File: config.mk
export PLATFORM = sky130hd
export DESIGN_NAME = sm4_key_expander
export DESIGN_NICKNAME = d
export VERILOG_FILES = /design/src/rtl/sm4_key_expander.sv
export SDC_FILE = /design/constraint.sdc
export NUM_CORES = 2
export LEC_CHECK = 0
export BUFFER_PORTS_ARGS = -buffer_cell sky130_fd_sc_hd__buf_4
export CAP_MARGIN = 5
export CORE_MARGIN = 3
export CORE_UTILIZATION = 50
export CTS_CLUSTER_SIZE = 30
export DETAILED_ROUTE_END_ITERATION = 10
export PLACE_DENSITY = 0.68
export SYNTH_ARGS = -nofsm -noshare
export SYNTH_HDL_FRONTEND = slang
export SYNTH_HIERARCHICAL = 1
export SYNTH_SLANG_ARGS = --single-unit
File: constraint.sdc
create_clock -name clk_i -period 7.19 [get_ports clk_i]
set_input_delay 0.719 -clock clk_i [delete_from_list [all_inputs] [get_ports clk_i]]
set_output_delay 0.719 -clock clk_i [all_outputs]
set_load 0.01 [all_outputs]
File: src/rtl/sm4_key_expander.sv
// sm4_key_expander: SM4 key schedule, one round per cycle, with a registered round-key read port
// Ports: clk_i/reset_i (async, active-high) clock and reset; key_v_i/key_i/key_ready_o master-key handshake
// (key_i[127:96]=MK0); rk_valid_o marks a complete schedule; rk_idx_i/rk_o read rk[idx] one cycle later.
package sm4_encryptor_pkg;
  localparam int word_width_p = 32;
  localparam int group_size_p = 128;
endpackage

// turn_transform: one SM4 round, o = X0 ^ T(X1^X2^X3^rkey), linear layer chosen by is_key_i
module turn_transform #(
  parameter int word_width_p = sm4_encryptor_pkg::word_width_p,
  parameter int group_size_p = sm4_encryptor_pkg::group_size_p
) (
  input  logic [group_size_p-1:0] i,
  input  logic                    is_key_i,
  input  logic [word_width_p-1:0] rkey_i,
  input  logic [word_width_p-1:0] mask_i,
  output logic [word_width_p-1:0] o,
  output logic [word_width_p-1:0] mask_o
);
  localparam logic [7:0] sbox_t [256] = '{
    8'hd6, 8'h90, 8'he9, 8'hfe, 8'hcc, 8'he1, 8'h3d, 8'hb7, 8'h16, 8'hb6, 8'h14, 8'hc2, 8'h28, 8'hfb, 8'h2c, 8'h05,
    8'h2b, 8'h67, 8'h9a, 8'h76, 8'h2a, 8'hbe, 8'h04, 8'hc3, 8'haa, 8'h44, 8'h13, 8'h26, 8'h49, 8'h86, 8'h06, 8'h99,
    8'h9c, 8'h42, 8'h50, 8'hf4, 8'h91, 8'hef, 8'h98, 8'h7a, 8'h33, 8'h54, 8'h0b, 8'h43, 8'hed, 8'hcf, 8'hac, 8'h62,
    8'he4, 8'hb3, 8'h1c, 8'ha9, 8'hc9, 8'h08, 8'he8, 8'h95, 8'h80, 8'hdf, 8'h94, 8'hfa, 8'h75, 8'h8f, 8'h3f, 8'ha6,
    8'h47, 8'h07, 8'ha7, 8'hfc, 8'hf3, 8'h73, 8'h17, 8'hba, 8'h83, 8'h59, 8'h3c, 8'h19, 8'he6, 8'h85, 8'h4f, 8'ha8,
    8'h68, 8'h6b, 8'h81, 8'hb2, 8'h71, 8'h64, 8'hda, 8'h8b, 8'hf8, 8'heb, 8'h0f, 8'h4b, 8'h70, 8'h56, 8'h9d, 8'h35,
    8'h1e, 8'h24, 8'h0e, 8'h5e, 8'h63, 8'h58, 8'hd1, 8'ha2, 8'h25, 8'h22, 8'h7c, 8'h3b, 8'h01, 8'h21, 8'h78, 8'h87,
    8'hd4, 8'h00, 8'h46, 8'h57, 8'h9f, 8'hd3, 8'h27, 8'h52, 8'h4c, 8'h36, 8'h02, 8'he7, 8'ha0, 8'hc4, 8'hc8, 8'h9e,
    8'hea, 8'hbf, 8'h8a, 8'hd2, 8'h40, 8'hc7, 8'h38, 8'hb5, 8'ha3, 8'hf7, 8'hf2, 8'hce, 8'hf9, 8'h61, 8'h15, 8'ha1,
    8'he0, 8'hae, 8'h5d, 8'ha4, 8'h9b, 8'h34, 8'h1a, 8'h55, 8'had, 8'h93, 8'h32, 8'h30, 8'hf5, 8'h8c, 8'hb1, 8'he3,
    8'h1d, 8'hf6, 8'he2, 8'h2e, 8'h82, 8'h66, 8'hca, 8'h60, 8'hc0, 8'h29, 8'h23, 8'hab, 8'h0d, 8'h53, 8'h4e, 8'h6f,
    8'hd5, 8'hdb, 8'h37, 8'h45, 8'hde, 8'hfd, 8'h8e, 8'h2f, 8'h03, 8'hff, 8'h6a, 8'h72, 8'h6d, 8'h6c, 8'h5b, 8'h51,
    8'h8d, 8'h1b, 8'haf, 8'h92, 8'hbb, 8'hdd, 8'hbc, 8'h7f, 8'h11, 8'hd9, 8'h5c, 8'h41, 8'h1f, 8'h10, 8'h5a, 8'hd8,
    8'h0a, 8'hc1, 8'h31, 8'h88, 8'ha5, 8'hcd, 8'h7b, 8'hbd, 8'h2d, 8'h74, 8'hd0, 8'h12, 8'hb8, 8'he5, 8'hb4, 8'hb0,
    8'h89, 8'h69, 8'h97, 8'h4a, 8'h0c, 8'h96, 8'h77, 8'h7e, 8'h65, 8'hb9, 8'hf1, 8'h09, 8'hc5, 8'h6e, 8'hc6, 8'h84,
    8'h18, 8'hf0, 8'h7d, 8'hec, 8'h3a, 8'hdc, 8'h4d, 8'h20, 8'h79, 8'hee, 8'h5f, 8'h3e, 8'hd7, 8'hcb, 8'h39, 8'h48
  };
  logic [31:0] x, b, l;
  always_comb begin
    x = i[63:32] ^ i[95:64] ^ i[127:96] ^ rkey_i;
    for (int k = 0; k < 4; k++) b[8*k +: 8] = sbox_t[x[8*k +: 8]];
    l = is_key_i ? b ^ {b[18:0], b[31:19]} ^ {b[8:0], b[31:9]}
                 : b ^ {b[29:0], b[31:30]} ^ {b[21:0], b[31:22]} ^ {b[13:0], b[31:14]} ^ {b[7:0], b[31:8]};
  end
  assign o = i[31:0] ^ l;
  // masking only applies to the data path; the mask is forwarded unchanged
  assign mask_o = mask_i;
endmodule

module sm4_key_expander #(
  parameter int rounds_p     = 32,
  parameter int word_width_p = sm4_encryptor_pkg::word_width_p,
  parameter int group_size_p = sm4_encryptor_pkg::group_size_p
) (
  input  logic                    clk_i,
  input  logic                    reset_i,
  input  logic                    key_v_i,
  input  logic [group_size_p-1:0] key_i,
  output logic                    key_ready_o,
  output logic                    rk_valid_o,
  input  logic [4:0]              rk_idx_i,
  output logic [word_width_p-1:0] rk_o
);
  localparam logic [31:0] fk0 = 32'hA3B1BAC6, fk1 = 32'h56AA3350, fk2 = 32'h677D9197, fk3 = 32'hB27022DC;
  typedef enum logic [1:0] {IDLE, EXPAND, DONE} state_t;
  state_t state, state_n;
  logic [4:0] r;
  logic [group_size_p-1:0] s;
  logic [word_width_p-1:0] rk_buf [rounds_p];
  logic [word_width_p-1:0] ck, o, mask_unused;
  logic [7:0] ck_base;
  logic accept, last;
  // CK byte j = 7*(4r+j) mod 256, i.e. 28r + 7j with 8-bit wrap
  assign ck_base = 8'(r) * 8'd28;
  assign ck = {ck_base, ck_base + 8'd7, ck_base + 8'd14, ck_base + 8'd21};
  assign accept = key_v_i & key_ready_o;
  assign last = (state == EXPAND) && (r == 5'(rounds_p - 1));
  always_comb begin
    key_ready_o = state != EXPAND;
    rk_valid_o = state == DONE;
    state_n = accept ? EXPAND : last ? DONE : state;
  end
  turn_transform u_tt (
    .i(s), .is_key_i(1'b1), .rkey_i(ck), .mask_i('0), .o(o), .mask_o(mask_unused)
  );
  always_ff @(posedge clk_i or posedge reset_i) begin
    if (reset_i) begin
      state <= IDLE;
      s <= '0;
      r <= '0;
      rk_o <= '0;
    end else begin
      state <= state_n;
      rk_o <= rk_buf[rk_idx_i];
      if (accept) begin
        s <= {key_i[31:0] ^ fk3, key_i[63:32] ^ fk2, key_i[95:64] ^ fk1, key_i[127:96] ^ fk0};
        r <= '0;
      end else if (state == EXPAND) begin
        s <= {o, s[127:32]};
        r <= r + 5'd1;
      end
    end
  end
  always_ff @(posedge clk_i)
    if (state == EXPAND) rk_buf[r] <= o;
endmodule

==> results.json <==
{
  "status": "completed",
  "gr-usage-all-layers_pct": 34.0,
  "crit_type": "reg2reg",
  "initial_core_util_pct": 50.6,
  "finalHoldViolCount": 0,
  "die_w_um": 363,
  "drive_above_1_share_pct": 13.9,
  "viasPerCell": 6.77,
  "maxSlewViolCount": 0,
  "timing.final.crit_share_pct": 92.6,
  "worst_r2r_path_depth": 14,
  "path_clk_slew_ps": 70,
  "drt-pass1-iter-count": 7,
  "cts_max_level": 3,
  "fillers": 10400,
  "cts.sinks": 1191,
  "r2r_setup_slack_ps": 530,
  "area_growth_pct": 12.5,
  "rsz0062_at_grt": "no",
  "cts_resized": 0,
  "hp-class": "in2async",
  "finClkSkew_ps": 103,
  "cts_buffers": 117,
  "startpoint_type": "flip-flop",
  "cts_setup_buffers": 0,
  "grt-ovfl-total": 0,
  "multiInputGateArea_um2": 27100,
  "endpoint_kind": "flip-flop",
  "row_count": 130,
  "num_vias": 49800,
  "detail_route.wl_per_cell_um": 31.3,
  "drt-initial-drc-count": 7332,
  "io_buffers": 169,
  "setup_viol_count_final": 0,
  "yosysWarnings": 6,
  "antenna_left": 0,
  "r2r-start": "r[2]$_DFFE_PP0P_",
  "pin_count": 170,
  "ctsRootBufferMaster": "clkbuf_16",
  "rr_endpoint": "rk_buf[17][26]$_DFFE_PP_",
  "arrival_ps": 6930,
  "avgSynthCellArea_um2": 11.5,
  "crit_fanout": 33,
  "period_needed_ps": 6660,
  "synth_area_um2": 63900,
  "utilization_pct": 57.0,
  "holdBufCountCts": 0,
  "postRouteWirelength_mm": 230,
  "cts.path.max_buffers": 3,
  "hpwlAfterDp_mm": 141,
  "final_common_cell": "edfxtp_1",
  "grt_pass1_wl_mm": 330,
  "clk_latency_ps": 760,
  "seq_area_um2": 34900,
  "dieArea_um2": 132000,
  "timing.fmax_ghz": 0.150,
  "remaining_drc_errors": 0,
  "core_area_um2": 126000,
  "gp_congestion": 1.07,
  "cts_tree": "built",
  "antenna_found_initial": 3,
  "grt_max_degree": 175,
  "postSynthCellCount": 5537,
  "cap_violations": 0,
  "layout.nets": 5804,
  "required_ps": 7460,
  "first_global_vias": 46900,
  "max_slew_margin_pct": 8.04,
  "tightest_slew_ps": 1370,
  "mostFrequentLayoutCells": "1024 x edfxtp_1, 666 x mux2i_1, 564 x nand2_1",
  "setup_tns_ps": 0,
  "dieHeight_um": 363
}
-- area by class of cell --
type | instances | share of cell area (%)
inverter | 87 | 0.468
timing repair buffer | 416 | 4.69
sequential | 1191 | 48.6
multi-input combinational | 3792 | 37.7
clock inverter | 61 | 1.08
antenna | 2 | 0.00696
tap | 1650 | 2.87
clock buffer | 161 | 4.60
-- registers in the layout, summed over array words and instances, names as in the netlist --
| signal | flops |
|---|---|
| rk_buf | 1024 |
| r | 5 |
| rk_o | 32 |
| state | 2 |
| s | 128 |
-- stage by stage --
step / hold WS [ps] / setup slack (ps) / cell area (µm²) / instances
after floorplan: 479 / 1200 / 63900 / 5544
after global placement: 504 / 651 / 67800 / 7135
after detailed placement: 514 / 524 / 67800 / 7135
after CTS: 125 / 474 / 71900 / 7357
after global routing: 120 / 274 / 71900 / 7358
final: 78.2 / 529 / 71900 / 7360
-- worst max-delay path, stage by stage, from the launching register on --
cell	delay [ps]
dfrtp_1	660
fa_1	510
ha_1	240
fa_1	800
o21ai_0	190
xnor2_1	540
xor2_1	220
xnor2_1	660
buf_4	320
o41ai_1	140
o32ai_4	530
xnor2_1	150
nand2_1	90
o21ai_1	100
xnor2_2	1070
-- metal layers --
layer  track usage, %  part of all wire (%)
met1             46.1                    39
met5                0                0.0087
met4             14.9                   5.3
met3             6.85                    11
met2             53.0                    45
-- how the worst max path moves through the flow --
stage	start	endpoint	cells after the start
6_report	r[2]$_DFFE_PP0P_	rk_buf[17][26]$_DFFE_PP_	14
5_1_grt	r[2]$_DFFE_PP0P_	rk_buf[17][26]$_DFFE_PP_	14
4_1_cts	r[2]$_DFFE_PP0P_	rk_buf[20][20]$_DFFE_PP_	16
3_5_place_dp	r[2]$_DFFE_PP0P_	rk_buf[10][20]$_DFFE_PP_	16
3_3_place_gp	r[2]$_DFFE_PP0P_	rk_buf[27][20]$_DFFE_PP_	16
2_1_floorplan	r[2]$_DFFE_PP0P_	rk_buf[0][29]$_DFFE_PP_	18
Power is not shown: default switching activity piles up to over one toggle a cycle in this logic, so the estimate is an artifact.
